**src/rtl/uart_tx_arbiter.sv**
```systemverilog
// Message-granular arbiter sharing one UART transmitter between two byte streams.
// An owner keeps the grant until it sends a byte marked last or stays silent past the timeout.
module uart_tx_arbiter #(
    parameter int unsigned TIMEOUT_CYCLES = 1024
) (
    input  logic       clk,
    input  logic       rst,
    input  logic [7:0] req0_data,
    input  logic       req0_valid,
    input  logic       req0_last,
    output logic       req0_ready,
    input  logic [7:0] req1_data,
    input  logic       req1_valid,
    input  logic       req1_last,
    output logic       req1_ready,
    output logic [7:0] tx_data,
    output logic       tx_valid,
    input  logic       tx_ready,
    output logic [1:0] grant
);

    localparam int unsigned CNT_W = (TIMEOUT_CYCLES == 0) ? 1 : $clog2(TIMEOUT_CYCLES + 1);
    localparam logic [CNT_W-1:0] CNT_LIMIT = CNT_W'(TIMEOUT_CYCLES);
    localparam logic [CNT_W-1:0] CNT_MAX   = '1;
    localparam logic             TIMEOUT_EN = (TIMEOUT_CYCLES != 0);

    typedef enum logic [1:0] {
        ST_IDLE = 2'd0,
        ST_OWN0 = 2'd1,
        ST_OWN1 = 2'd2
    } state_e;

    state_e           state_q, state_d;
    logic             last_served_q, last_served_d;
    logic [CNT_W-1:0] cnt_q, cnt_d;

    // State register; last_served resets to 1 so requester 0 wins the first tie.
    always_ff @(posedge clk) begin
        if (rst) begin
            state_q       <= ST_IDLE;
            last_served_q <= 1'b1;
            cnt_q         <= '0;
        end else begin
            state_q       <= state_d;
            last_served_q <= last_served_d;
            cnt_q         <= cnt_d;
        end
    end

    // Next-state, silence counter and combinational pass-through of the owner.
    always_comb begin
        state_d       = state_q;
        last_served_d = last_served_q;
        cnt_d         = cnt_q;
        tx_data       = '0;
        tx_valid      = 1'b0;
        req0_ready    = 1'b0;
        req1_ready    = 1'b0;
        grant         = 2'b00;

        unique case (state_q)
            ST_IDLE: begin
                cnt_d = '0;
                if (req0_valid && req1_valid) begin
                    state_d = last_served_q ? ST_OWN0 : ST_OWN1;
                end else if (req0_valid) begin
                    state_d = ST_OWN0;
                end else if (req1_valid) begin
                    state_d = ST_OWN1;
                end
            end

            ST_OWN0: begin
                tx_data    = req0_data;
                tx_valid   = req0_valid;
                req0_ready = tx_ready;
                grant      = 2'b01;
                if (req0_valid) begin
                    cnt_d = '0;
                    if (tx_ready && req0_last) begin
                        state_d       = ST_IDLE;
                        last_served_d = 1'b0;
                    end
                end else if (TIMEOUT_EN && (cnt_q == CNT_LIMIT)) begin
                    state_d       = ST_IDLE;
                    last_served_d = 1'b0;
                    cnt_d         = '0;
                end else if (cnt_q != CNT_MAX) begin
                    cnt_d = cnt_q + CNT_W'(1);
                end
            end

            ST_OWN1: begin
                tx_data    = req1_data;
                tx_valid   = req1_valid;
                req1_ready = tx_ready;
                grant      = 2'b10;
                if (req1_valid) begin
                    cnt_d = '0;
                    if (tx_ready && req1_last) begin
                        state_d       = ST_IDLE;
                        last_served_d = 1'b1;
                    end
                end else if (TIMEOUT_EN && (cnt_q == CNT_LIMIT)) begin
                    state_d       = ST_IDLE;
                    last_served_d = 1'b1;
                    cnt_d         = '0;
                end else if (cnt_q != CNT_MAX) begin
                    cnt_d = cnt_q + CNT_W'(1);
                end
            end

            default: begin
                state_d = ST_IDLE;
                cnt_d   = '0;
            end
        endcase

        // No handshake may complete while reset is asserted, even before the state settles.
        if (rst) begin
            tx_valid   = 1'b0;
            req0_ready = 1'b0;
            req1_ready = 1'b0;
            grant      = 2'b00;
        end
    end

endmodule

```
**config.mk**
```make
export PLATFORM = sky130hd
export DESIGN_NAME = uart_tx_arbiter
export DESIGN_NICKNAME = d
export VERILOG_FILES = /design/src/rtl/uart_tx_arbiter.sv
export SDC_FILE = /design/constraint.sdc
export NUM_CORES = 1
export LEC_CHECK = 0
export ABC_CLOCK_PERIOD_IN_PS = 2250
export BUFFER_PORTS_ARGS = -buffer_cell sky130_fd_sc_hd__buf_2
export CORE_MARGIN = 8
export CORE_UTILIZATION = 40
export DETAILED_ROUTE_END_ITERATION = 12
export GPL_TIMING_DRIVEN = 0
export PLACE_DENSITY = 0.76
export REMOVE_ABC_BUFFERS = 1
export SLEW_MARGIN = 20
export SYNTH_ARGS = -nofsm -noshare
export SYNTH_HDL_FRONTEND = slang
export SYNTH_SLANG_ARGS = --single-unit
```
**constraint.sdc**
```tcl
create_clock -name clk -period 2.25 [get_ports clk]
set_input_delay 0.1125 -clock clk [delete_from_list [all_inputs] [get_ports clk]]
set_output_delay 0.1125 -clock clk [all_outputs]
set_load 0.005 [all_outputs]
```
* Word level (Yosys, flattened, before mapping) *
Cells that the tools add are included.

storage, ports and cells
  flip-flop bits (word level) = 14
  latch bits = 0
  RAM bits = 0
  ROM bits = 0
  input port bits = 23
  output and inout bits = 13
  logic and storage cells = 51
  memories kept = 0

operators by class
  $add $sub $neg = 1
  $mul = 0
  div/mod/pow operators = 0
  order comparisons = 0
  eq/ne operators = 9
  shifts and indexed selects = 0
  mux-type cells = 31
  bitwise gates (word level) = 0
  reductions and logical operators = 7

operators by type and width
  operator                                                                count
  11-bit two-way mux                                                      4
  11-bit one-hot mux with 2 select lines                                  1
  2-bit two-way mux                                                       10
  8-bit one-hot mux with 2 select lines                                   1
  3-bit != test (second input constant)                                   4
  11-bit by 1-bit adder with 11-bit output (second input constant)        1
  11-bit equality test (second input constant)                            1
  1-bit two-way mux                                                       11
  11-bit != test (second input constant)                                  1
  2-bit one-hot mux with 3 select lines                                   1
  5-bit AND reduction                                                     1
  4-bit != test (second input constant)                                   1
  1-bit one-hot mux with 2 select lines                                   2
  2-bit one-hot mux with 2 select lines                                   1
  1-bit logical AND                                                       3
  3-bit AND reduction                                                     1
  2-bit by 1-bit equality test with 1-bit output (second input constant)  1
  2-bit equality test (second input constant)                             1
  2-bit logical NOT                                                       1
  2-bit nonzero test                                                      1

* Logic depth before layout (Yosys ltp) *
Gate-level depths: netlist (run 1).

  depth in word-level cells = 5
  gate-level depth with buffers = 7
  mapped depth without buffers = 6

* Least setup slack after synthesis (run 1) *
No wires, ideal clock.

  kind = register to register
  start = register state_q[0]
  end = register state_q[0]
  setup time = 0.087 ns
  arrival time = 1.546 ns
  required time = 2.163 ns
  slack = 0.617 ns
  stages on the path, launching flop included = 7
  buffers on the path = 0
  period minus slack after synthesis = 1.633 ns
  path through = dfxtp_1 -> inv_1 -> ha_1 -> a21boi_1 -> a32o_1 -> or4_1 -> o31ai_1

between the ends
  cells in the longest elaborated chain, start to end = 3
  elaborated cells between the ends (all ways) = 11
  those cells by class = eq/ne (5); mux (4); reduce/logical (2)

RTL lines
  item                                                                                                  RTL line  text
  from (decl)                                                                                           33        state_e state_q, state_d;
  from (signal assigned)                                                                                44        state_q <= state_d;
  2-bit equality test, or another cell as far along                                                     61        unique case (state_q)
  3-bit != test (no source line), or another cell as far along                                          --
  3-bit AND reduction (no source line) / 2-bit one-hot mux with 3 select lines (equally long branches)  --

Several ways; a longest one is shown, not always the timed one.
A chain may end at the register's enable or synchronous reset.

* Final worst setup path (run 1) *
Same ends and word-level chain as after synthesis.

==> results of run 1 <==
==> flip-flops by register name, summed over array words and instances, names as in the netlist <==
register and cells:
last_served_q 1, state_q 2, cnt_q 11
==> power by group <==
group	switching (mW)	leakage [nW]	total, mW	internal [mW]
Sequential	0.0102	0.113	0.270	0.260
Combinational	0.127	0.367	0.246	0.119
Clock	0.0913	0.0210	0.190	0.0985
Total	0.228	0.502	0.706	0.477
==> through the flow <==
step,instance area [µm²],instances,hold WS [ns]
after floorplan,963,112,0.207
after global placement,1180,177,0.431
after detailed placement,1180,177,0.456
after CTS,1210,181,0.148
after global routing,1230,183,0.151
final,1230,183,0.155
==> placed cells by master, fill, tap and decap left out, drive strengths merged, types with 4 or more instances in the layout <==
master | Yosys | routed
buf | 1 | 37
nor2b | 10 | 10
o31ai | 4 | 4
ha | 7 | 7
a21oi | 7 | 7
a22oi | 9 | 9
clkbuf | 3 | 4
nor2 | 7 | 7
inv | 7 | 7
nand2 | 6 | 6
dfxtp | 14 | 14
nand2b | 4 | 4
==> repair_timing <==
| item | in CTS | in global routing |
|---|---|---|
| gates resized for setup | 0 | 0 |
| buffers inserted | 0 | 2 |
| endpoints found under the setup margin | 0 | 4 |
==> kinds of logic (layout without fill, tap and decap cells) <==
kind of cell / count (synthesis) / count (layout) / share of synthesized area
AND/OR/NAND/NOR: 48 / 48 / 0.318
AO/OA/AOI/OAI: 32 / 32 / 0.226
flip-flops: 14 / 14 / 0.286
buffers and inverters: 11 / 48 / 0.0434
adder cells (fa/ha/maj): 7 / 7 / 0.0894
XOR/XNOR: 3 / 3 / 0.0268
multiplexers: 1 / 1 / 0.0102
==> metal layers <==
metal / GRT usage / wire (µm)
met3: 0.0408 / 157
met4: 0.0627 / 51
met2: 0.213 / 1310
met5: 0 / 0
met1: 0.126 / 1110
==> cells in the mapped netlist (2+ instances only) <==
master	count	area (µm²)
clkbuf_1	3	11.3
o31ai_1	4	30.0
dfxtp_1	14	280
ha_1	7	87.6
nand2_1	6	22.5
or4_1	3	22.5
o21ai_1	2	10.0
a211oi_1	3	22.5
a31oi_1	2	12.5
nor2b_1	10	62.6
nand2b_1	4	25.0
a22oi_1	9	67.6
or2_2	2	12.5
a21oi_1	7	35.0
inv_1	7	26.3
nand3_1	2	10.0
nand4_1	2	12.5
nor3b_1	3	22.5
nor2_1	6	22.5
xnor2_1	2	17.5
==> cell type report <==
class	count	area share
tap	30	0.0306
clock buffer	4	0.0296
timing repair buffer	37	0.155
inverter	7	0.0214
multi-input combinational	91	0.535
sequential	14	0.228
==> worst paths after layout <==
path	from	end	slack (ns)	cells after the start
setup / recovery	state_q[0]$_SDFFE_PP0P_	state_q[0]$_SDFFE_PP0P_	0.24	6
hold / removal	rst	state_q[1]$_SDFFE_PP0P_	0.15	2
setup reg to reg	state_q[0]$_SDFFE_PP0P_	state_q[0]$_SDFFE_PP0P_	0.24	6
hold reg to reg	cnt_q[10]$_SDFF_PP0_	cnt_q[10]$_SDFF_PP0_	0.53	2
==> worst max-delay path, delay by kind of cell (launching register included) <==
kind / cells / cell delay, ns
flip-flops: 1 / 0.41
AND/OR/NAND/NOR: 1 / 0.49
buffers and inverters: 1 / 0.10
adder cells (fa/ha/maj): 1 / 0.37
AO/OA/AOI/OAI: 3 / 0.55
==> out/summary.txt, run 1 <==
status - finished, final reports clean
Most used DFF post-synth - dfxtp_1
drt first-iter violations - 16
Slew HR - 0.685
power per standard cell area - 575 nW/µm²
I/O pins - 36
final WL - 2630 µm
skew final - 0.0135 ns
worst-skew pair later-pin latency - 0.29 ns
antenna-violating nets left - 0
Max clock buf depth - 2
max cap viols - 0
multi-input logic area - 657 µm²
crit share post-route - 0.895
Die Y - 65.5 µm
initial antenna violation count - 0
total track usage - 0.122
core box area - 2390 µm²
startpoint types - flip-flop
# nets final - 184
total negative setup slack - 0 ns
FMAX - 496 MHz
DRC Markers - 0
Post-Syn Area - 980 µm²
H-tree levels - 1
CP Capture Type - flip-flop
Initial Util - 0.410
Fin. Hold Viols - 0
Setup-failing EPs final - 0
Wirelength per Cell - 14.4 µm
Power, Total - 0.706 mW
hold_buf cts - 0
first-pass GRT wire length - 4240 µm
Synth Warn # - 0
crit path max fanout - 14
total gr overflow - 0
Leak - 0.502 nW
Slew @ Worst Pin - 0.469 ns
CTS tree - yes
DP HPWL - 2040 µm
Synth cell types - 38
RD Place Congestion - 0.879
Clock transition at path regs - 0.10 ns
slowest cell delay on critical path - 0.49 ns
Fillers - 239
Cells after Synth - 116
CTS root buf - clkbuf_4
pin count of the biggest net entering global routing - 15
WP data required - 2.45 ns
share of layout cells above drive strength 1 - 0.307
Synth Area per Inst - 8.45 µm²
Post-synth EDFFs - 0
Post-Place Setup Slack - 0.141 ns
n_diodes - 0
Max VDD drop - 0.482 mV
Final WS setup - 0.235 ns
chip width - 65.5 µm
vias in the first global route - 1,037
worst path cell trace - inv_1 -> ha_1 -> a21boi_1 -> a32o_1 -> or4_1 -> o31ai_1
register area - 280 µm²
vias per cell - 5.55
CP arrival - 2.22 ns
critical path's slowest cell - or4_1
total CTS buffers - 3
total number of vias - 1,015
drt pass-1 iters - 4
min Tclk post-route - 2.01 ns
Hold Path Class - input pin to flip-flop
I/O Buffers - 35
synth-to-layout area growth - 25.3%
fin util - 0.514
unrepaired setup endpoints after global routing - false
asr flop ratio synth - 0
Final Slew Violations - 0
Core Rows - 18
DIE AREA - 4290 µm²
sequential area share after synthesis - 0.286
critical path class - flip-flop to flip-flop
synthesized flop and latch total - 14
clock sink total - 14
No activity file was read; power rests on OpenSTA's default activity.
==> run 2: changes to the inputs <==
--- a/config.mk
+++ b/config.mk
@@ -11,7 +11,7 @@
 export CORE_UTILIZATION = 40
 export DETAILED_ROUTE_END_ITERATION = 12
 export GPL_TIMING_DRIVEN = 0
-export PLACE_DENSITY = 0.76
+export PLACE_DENSITY = 0.72
 export REMOVE_ABC_BUFFERS = 1
 export SLEW_MARGIN = 20
 export SYNTH_ARGS = -nofsm -noshare
==> out/summary.txt, run 2 (same netlist as run 1, synthesis figures left out) <==
H-tree levels - 1 (unchanged)
final WL - 2470 µm (was 2630 µm)
total gr overflow - 0 (unchanged)
Fillers - 252 (was 239)
WP data required - 2.43 ns (was 2.45 ns)
vias per cell - 5.49 (was 5.55)
share of layout cells above drive strength 1 - 0.303 (was 0.307)
Most Crowded Layer GR - met2 (unchanged)
Max VDD drop - 0.397 mV (was 0.482 mV)
total negative setup slack - 0 ns (unchanged)
Slew @ Worst Pin - 0.456 ns (was 0.469 ns)
Post-CTS Setup Bufs - 0 (unchanged)
met3 GRT Util - 0.0357 (was 0.0408)
Final Slew Violations - 0 (unchanged)
critical path's slowest cell - or4b_1 (was or4_1)
status - finished, final reports clean (unchanged)
clock sink total - 14 (unchanged)
worst-skew pair later-pin latency - 0.29 ns (about the same)
pin count of the biggest net entering global routing - 15 (unchanged)
Slew HR - 0.696 (was 0.685)
max reg flops - 11 (unchanged)
# nets final - 183 (was 184)
most frequent cells in the layout - buf_2, dfxtp_1, nor2b_1 (unchanged)
min Tclk post-route - 1.98 ns (was 2.01 ns)
initial antenna violation count - 0 (unchanged)
max cap viols - 0 (unchanged)
Max clock buf depth - 2 (unchanged)
total CTS buffers - 3 (unchanged)
Clock transition at path regs - 0.09 ns (was 0.10 ns)
total track usage - 0.118 (was 0.122)
drt pass-1 iters - 4 (unchanged)
CP Capture Type - flip-flop (unchanged)
Setup-failing EPs final - 0 (unchanged)
crit path max fanout - 14 (unchanged)
drt first-iter violations - 38 (was 16)
chip width - 65.5 µm (unchanged)
M1 GR Usage - 0.130 (was 0.126)
DIE AREA - 4290 µm² (unchanged)
core box area - 2390 µm² (unchanged)
unrepaired setup endpoints after global routing - false (unchanged)
Leak - 0.497 nW (was 0.502 nW)
synth-to-layout area growth - 24.5% (was 25.3%)
Initial Util - 0.410 (unchanged)
startpoint types - flip-flop (unchanged)
I/O Buffers - 35 (unchanged)
GR Util met2 - 0.219 (was 0.213)
CP arrival - 2.17 ns (was 2.22 ns)
power per standard cell area - 567 nW/µm² (was 575 nW/µm²)
Core Rows - 18 (unchanged)
non-filler cells, final - 182 (was 183)
slowest cell delay on critical path - 0.50 ns (was 0.49 ns)
FMAX - 504 MHz (was 496 MHz)
DP HPWL - 1980 µm (was 2040 µm)
number of gates resized after cts - 0 (unchanged)
skew final - 0.0131 ns (was 0.0135 ns)
placed cell count - 177 (unchanged)
Hold Path Class - input pin to flip-flop (unchanged)
Largest regs - cnt_q (11), state_q (2), last_served_q (1) (unchanged)
Fin. Hold Viols - 0 (unchanged)
antenna-violating nets left - 0 (unchanged)
RD Place Congestion - 0.804 (was 0.879)
most common cell after layout, fill and taps aside - buf_2 (unchanged)
hold_buf cts - 0 (unchanged)
Die Y - 65.5 µm (unchanged)
Wirelength per Cell - 13.6 µm (was 14.4 µm)
DRC Markers - 0 (unchanged)
CTS tree - yes (unchanged)
Biggest register - cnt_q (unchanged)
worst path cell trace - inv_1 -> ha_1 -> a21boi_1 -> a32o_1 -> or4b_1 -> o31ai_1 (was inv_1 -> ha_1 -> a21boi_1 -> a32o_1 -> or4_1 -> o31ai_1)
critical path class - flip-flop to flip-flop (unchanged)
vias in the first global route - 959 (was 1,037)
CTS root buf - clkbuf_4 (unchanged)
total number of vias - 1,000 (was 1,015)
crit share post-route - 0.881 (was 0.895)
first-pass GRT wire length - 4170 µm (was 4240 µm)
I/O pins - 36 (unchanged)
n_diodes - 0 (unchanged)
==> run 2: cell count changes in the layout (fill, tap and decap cells not counted) <==
cell,previous run,this run
buf_4,2,1
==> run 2: power breakdown <==
part           internal (mW)  switching (mW)
sequential             0.259         0.00877
combinational          0.118           0.125
clock                 0.0985          0.0823
total                  0.476           0.216
==> run 2: through the flow <==
stage	hold slack, ns	total power [mW]	setup slack (ns)	area, µm²	util
after floorplan	0.207	0.434	0.506	963	-
after global placement	0.451	0.504	0.214	1180	0.493
after CTS	0.159	0.696	0.109	1210	0.508
after detailed placement	0.458	0.514	0.132	1180	0.493
after global routing	0.155	0.748	0.0747	1220	0.511
final	0.166	0.692	0.267	1220	0.511
==> run 2: per-layer routing <==
layer	share of wire	up-vias
met5	0	-
li1	-	502
met4	0	0
met1	0.40	472
met2	0.56	26
met3	0.037	0
==> run 2: cell type report <==
| type | instances | area, µm² | area share |
|---|---|---|---|
| Multi-Input combinational cell | 91 | 657 | 0.538 |
| Sequential cell | 14 | 280 | 0.230 |
| Tap cell | 30 | 37.5 | 0.0308 |
| Clock buffer | 4 | 36.3 | 0.0297 |
| Timing Repair Buffer | 36 | 183 | 0.150 |
| Inverter | 7 | 26.3 | 0.0215 |
==> run 2: critical path, delay by kind of cell, from the launching register on <==
family	cells	cell delay (ns)
flip-flops	1	0.39
buffers and inverters	1	0.10
AO/OA/AOI/OAI	3	0.54
adder cells (fa/ha/maj)	1	0.37
AND/OR/NAND/NOR	1	0.50
==> run 2: path summary, 6_finish.rpt <==
kind                           startpoint                          to  slack [ns]  cells after the start
hold reg to reg       cnt_q[5]$_SDFF_PP0_         cnt_q[5]$_SDFF_PP0_        0.53                      2
hold / removal                        rst  last_served_q$_SDFFE_PP1P_        0.17                      2
setup reg to reg  state_q[0]$_SDFFE_PP0P_     state_q[1]$_SDFFE_PP0P_        0.27                      6
setup / recovery  state_q[0]$_SDFFE_PP0P_     state_q[1]$_SDFFE_PP0P_        0.27                      6
==> run 3: changes to the inputs <==
--- a/config.mk
+++ b/config.mk
@@ -5,11 +5,13 @@
 export SDC_FILE = /design/constraint.sdc
 export NUM_CORES = 1
 export LEC_CHECK = 0
-export ABC_CLOCK_PERIOD_IN_PS = 2250
+export ABC_CLOCK_PERIOD_IN_PS = 1860
 export BUFFER_PORTS_ARGS = -buffer_cell sky130_fd_sc_hd__buf_2
+export CORE_ASPECT_RATIO = 1.1
 export CORE_MARGIN = 8
 export CORE_UTILIZATION = 40
 export DETAILED_ROUTE_END_ITERATION = 12
+export GPL_ROUTABILITY_DRIVEN = 0
 export GPL_TIMING_DRIVEN = 0
 export PLACE_DENSITY = 0.72
 export REMOVE_ABC_BUFFERS = 1
==> constraint.sdc (replaced) <==
create_clock -name clk -period 1.86 [get_ports clk]
set_input_delay 0.093 -clock clk [delete_from_list [all_inputs] [get_ports clk]]
set_output_delay 0.093 -clock clk [all_outputs]
set_load 0.005 [all_outputs]
==> out/summary.txt, run 3 (same netlist as run 1, synthesis figures left out) <==
core box area - 2400 µm² (was 2390 µm²)
crit share post-route - 0.965 (was 0.881)
total gr overflow - 0 (unchanged)
CTS root buf - clkbuf_4 (unchanged)
vias in the first global route - 1,068 (was 959)
max cap viols - 0 (unchanged)
FMAX - 557 MHz (was 504 MHz)
WP data required - 2.03 ns (was 2.43 ns)
chip width - 63.2 µm (was 65.5 µm)
worst path cell trace - inv_1 -> ha_4 -> a21boi_1 -> a32o_1 -> or4_1 -> o31ai_1 (was inv_1 -> ha_1 -> a21boi_1 -> a32o_1 -> or4b_1 -> o31ai_1)
critical path class - flip-flop to flip-flop (unchanged)
Die Y - 67.9 µm (was 65.5 µm)
crit path max fanout - 14 (unchanged)
Core Rows - 19 (was 18)
placed cell count - 178 (was 177)
DP HPWL - 2080 µm (was 1980 µm)
n_diodes - 0 (unchanged)
max reg flops - 11 (unchanged)
I/O pins - 36 (unchanged)
status - finished, final reports clean (unchanged)
antenna-violating nets left - 0 (unchanged)
Net Sw Power - 0.256 mW (was 0.216 mW)
Hold WS - 0.165 ns (was 0.166 ns)
Leak - 0.495 nW (was 0.497 nW)
Initial Util - 0.408 (was 0.410)
P_int - 0.549 mW (was 0.476 mW)
Biggest register - cnt_q (unchanged)
Slew HR - 0.723 (was 0.696)
# nets final - 183 (unchanged)
Finished Cell Area - 1260 µm² (was 1220 µm²)
startpoint types - flip-flop (unchanged)
Reg2Reg Setup Slack - 0.07 ns (was 0.27 ns)
I/O Buffers - 35 (unchanged)
Largest regs - cnt_q (11), state_q (2), last_served_q (1) (unchanged)
slowest cell delay on critical path - 0.48 ns (was 0.50 ns)
Final WS setup - 0.0656 ns (was 0.267 ns)
DRC Markers - 0 (unchanged)
total track usage - 0.127 (was 0.118)
Clock transition at path regs - 0.08 ns (was 0.09 ns)
most common cell after layout, fill and taps aside - buf_2 (unchanged)
skew final - 0.00658 ns (was 0.0131 ns)
Clk pwr share - 0.200 (was 0.261)
Setup-failing EPs final - 0 (unchanged)
total CTS buffers - 3 (unchanged)
non-filler cells, final - 182 (unchanged)
share of layout cells above drive strength 1 - 0.331 (was 0.303)
Wirelength per Cell - 14.7 µm (was 13.6 µm)
power per standard cell area - 641 nW/µm² (was 567 nW/µm²)
Area after DPL - 1180 µm² (about the same)
Hold Path Class - input pin to flip-flop (unchanged)
register area - 282 µm² (was 280 µm²)
Worst R2R Start - state_q[0]$_SDFFE_PP0P_ (unchanged)
Fillers - 233 (was 252)
CP bufs+invs - 1 (unchanged)
worst-skew pair later-pin latency - 0.27 ns (was 0.29 ns)
RR Endpoint - state_q[0]$_SDFFE_PP0P_ (was state_q[1]$_SDFFE_PP0P_)
Crit path depth - 6 (unchanged)
multi-input logic area - 704 µm² (was 657 µm²)
CP Capture Type - flip-flop (unchanged)
pin count of the biggest net entering global routing - 15 (unchanged)
fin util - 0.523 (was 0.511)
hold_sp - rst (unchanged)
Post-Place Setup Slack - -0.261 ns (was 0.132 ns)
most frequent cells in the layout - buf_2, dfxtp_1, nor2b_1 (unchanged)
total number of vias - 979 (was 1,000)
total negative setup slack - 0 ns (unchanged)
switching part of the total - 0.318 (was 0.312)
Top delay family on crit path - compound AO/OA/AOI/OAI gates (unchanged)
Gate power share - 0.389 (was 0.351)
clock sink total - 14 (unchanged)
H-tree levels - 1 (unchanged)
Fin. Hold Viols - 0 (unchanged)
DIE AREA - 4290 µm² (about the same)
final WL - 2670 µm (was 2470 µm)
worst r2r path cells - 6 (unchanged)
CP arrival - 1.96 ns (was 2.17 ns)
Max VDD drop - 0.389 mV (was 0.397 mV)
vias per cell - 5.38 (was 5.49)
drt pass-1 iters - 4 (unchanged)
CTS tree - yes (unchanged)
hold_buf cts - 0 (unchanged)
Final Slew Violations - 0 (unchanged)
CP Capture Point - state_q[0]$_SDFFE_PP0P_ (was state_q[1]$_SDFFE_PP0P_)
Reg power frac - 0.411 (was 0.388)
critical path startpoint - state_q[0]$_SDFFE_PP0P_ (unchanged)
initial antenna violation count - 0 (unchanged)
min Tclk post-route - 1.79 ns (was 1.98 ns)
Max clock buf depth - 2 (unchanged)
Slew @ Worst Pin - 0.413 ns (was 0.456 ns)
synth-to-layout area growth - 28.2% (was 24.5%)
drt first-iter violations - 27 (was 38)
critical path's slowest cell - or4_1 (was or4b_1)
Power, Total - 0.805 mW (was 0.692 mW)
first-pass GRT wire length - 4480 µm (was 4170 µm)
[run 3: cell count changes in the layout (fill, tap and decap cells not counted), sizes merged]
cell,before,now
clkbuf,4,3
[run 3: layout make-up]
type | instances | share of cell area
timing repair buffer | 36 | 0.145
multi-input combinational | 91 | 0.561
inverter | 7 | 0.0209
sequential | 14 | 0.224
tap | 31 | 0.0309
clock buffer | 3 | 0.0179
[run 3: how the worst min path moves through the flow]
stage                                  to  slack (ns)  cells past startpoint
6_report       last_served_q$_SDFFE_PP1P_        0.16                      2
5_1_grt           state_q[0]$_SDFFE_PP0P_        0.17                      2
4_1_cts        last_served_q$_SDFFE_PP1P_        0.15                      2
3_5_place_dp   last_served_q$_SDFFE_PP1P_        0.44                      2
3_3_place_gp   last_served_q$_SDFFE_PP1P_        0.43                      2
2_1_floorplan  last_served_q$_SDFFE_PP1P_        0.19                      1
[run 3: worst register-to-register path: cells and delay by family, from the launching register on]
kind / cells / cell delay (ns)
buffers and inverters: 1 / 0.11
adders and majority gates: 1 / 0.23
AOI/OAI and AO/OA: 3 / 0.49
DFF: 1 / 0.39
and+or+nand+nor: 1 / 0.49
[run 3: power by group through the flow]
stage,clock (mW),combinational [mW],sequential [mW]
finish,0.161,0.313,0.331
global route,0.188,0.351,0.333
CTS,0.171,0.297,0.326
detailed placement,0,0.291,0.332
global placement,0,0.280,0.331
floorplan,0,0.195,0.330
[run 3: timing repair]
| item | 4_1_cts | 5_1_grt |
|---|---|---|
| gates resized for setup | 2 | 6 |
| hold endpoints to repair | 0 | 0 |
| pin swaps | 1 | 0 |
| buffers inserted | 1 | 0 |
| endpoints found under the setup margin | 14 | 13 |
[run 3: routing by layer]
layer,up-vias,part of all wire,GRT usage,wire length (µm)
met5,-,0,0,0
met2,33,0.49,0.243,1320
met4,0,0.0071,0.0501,19
met1,444,0.42,0.124,1120
li1,500,-,-,-
met3,2,0.078,0.0491,208
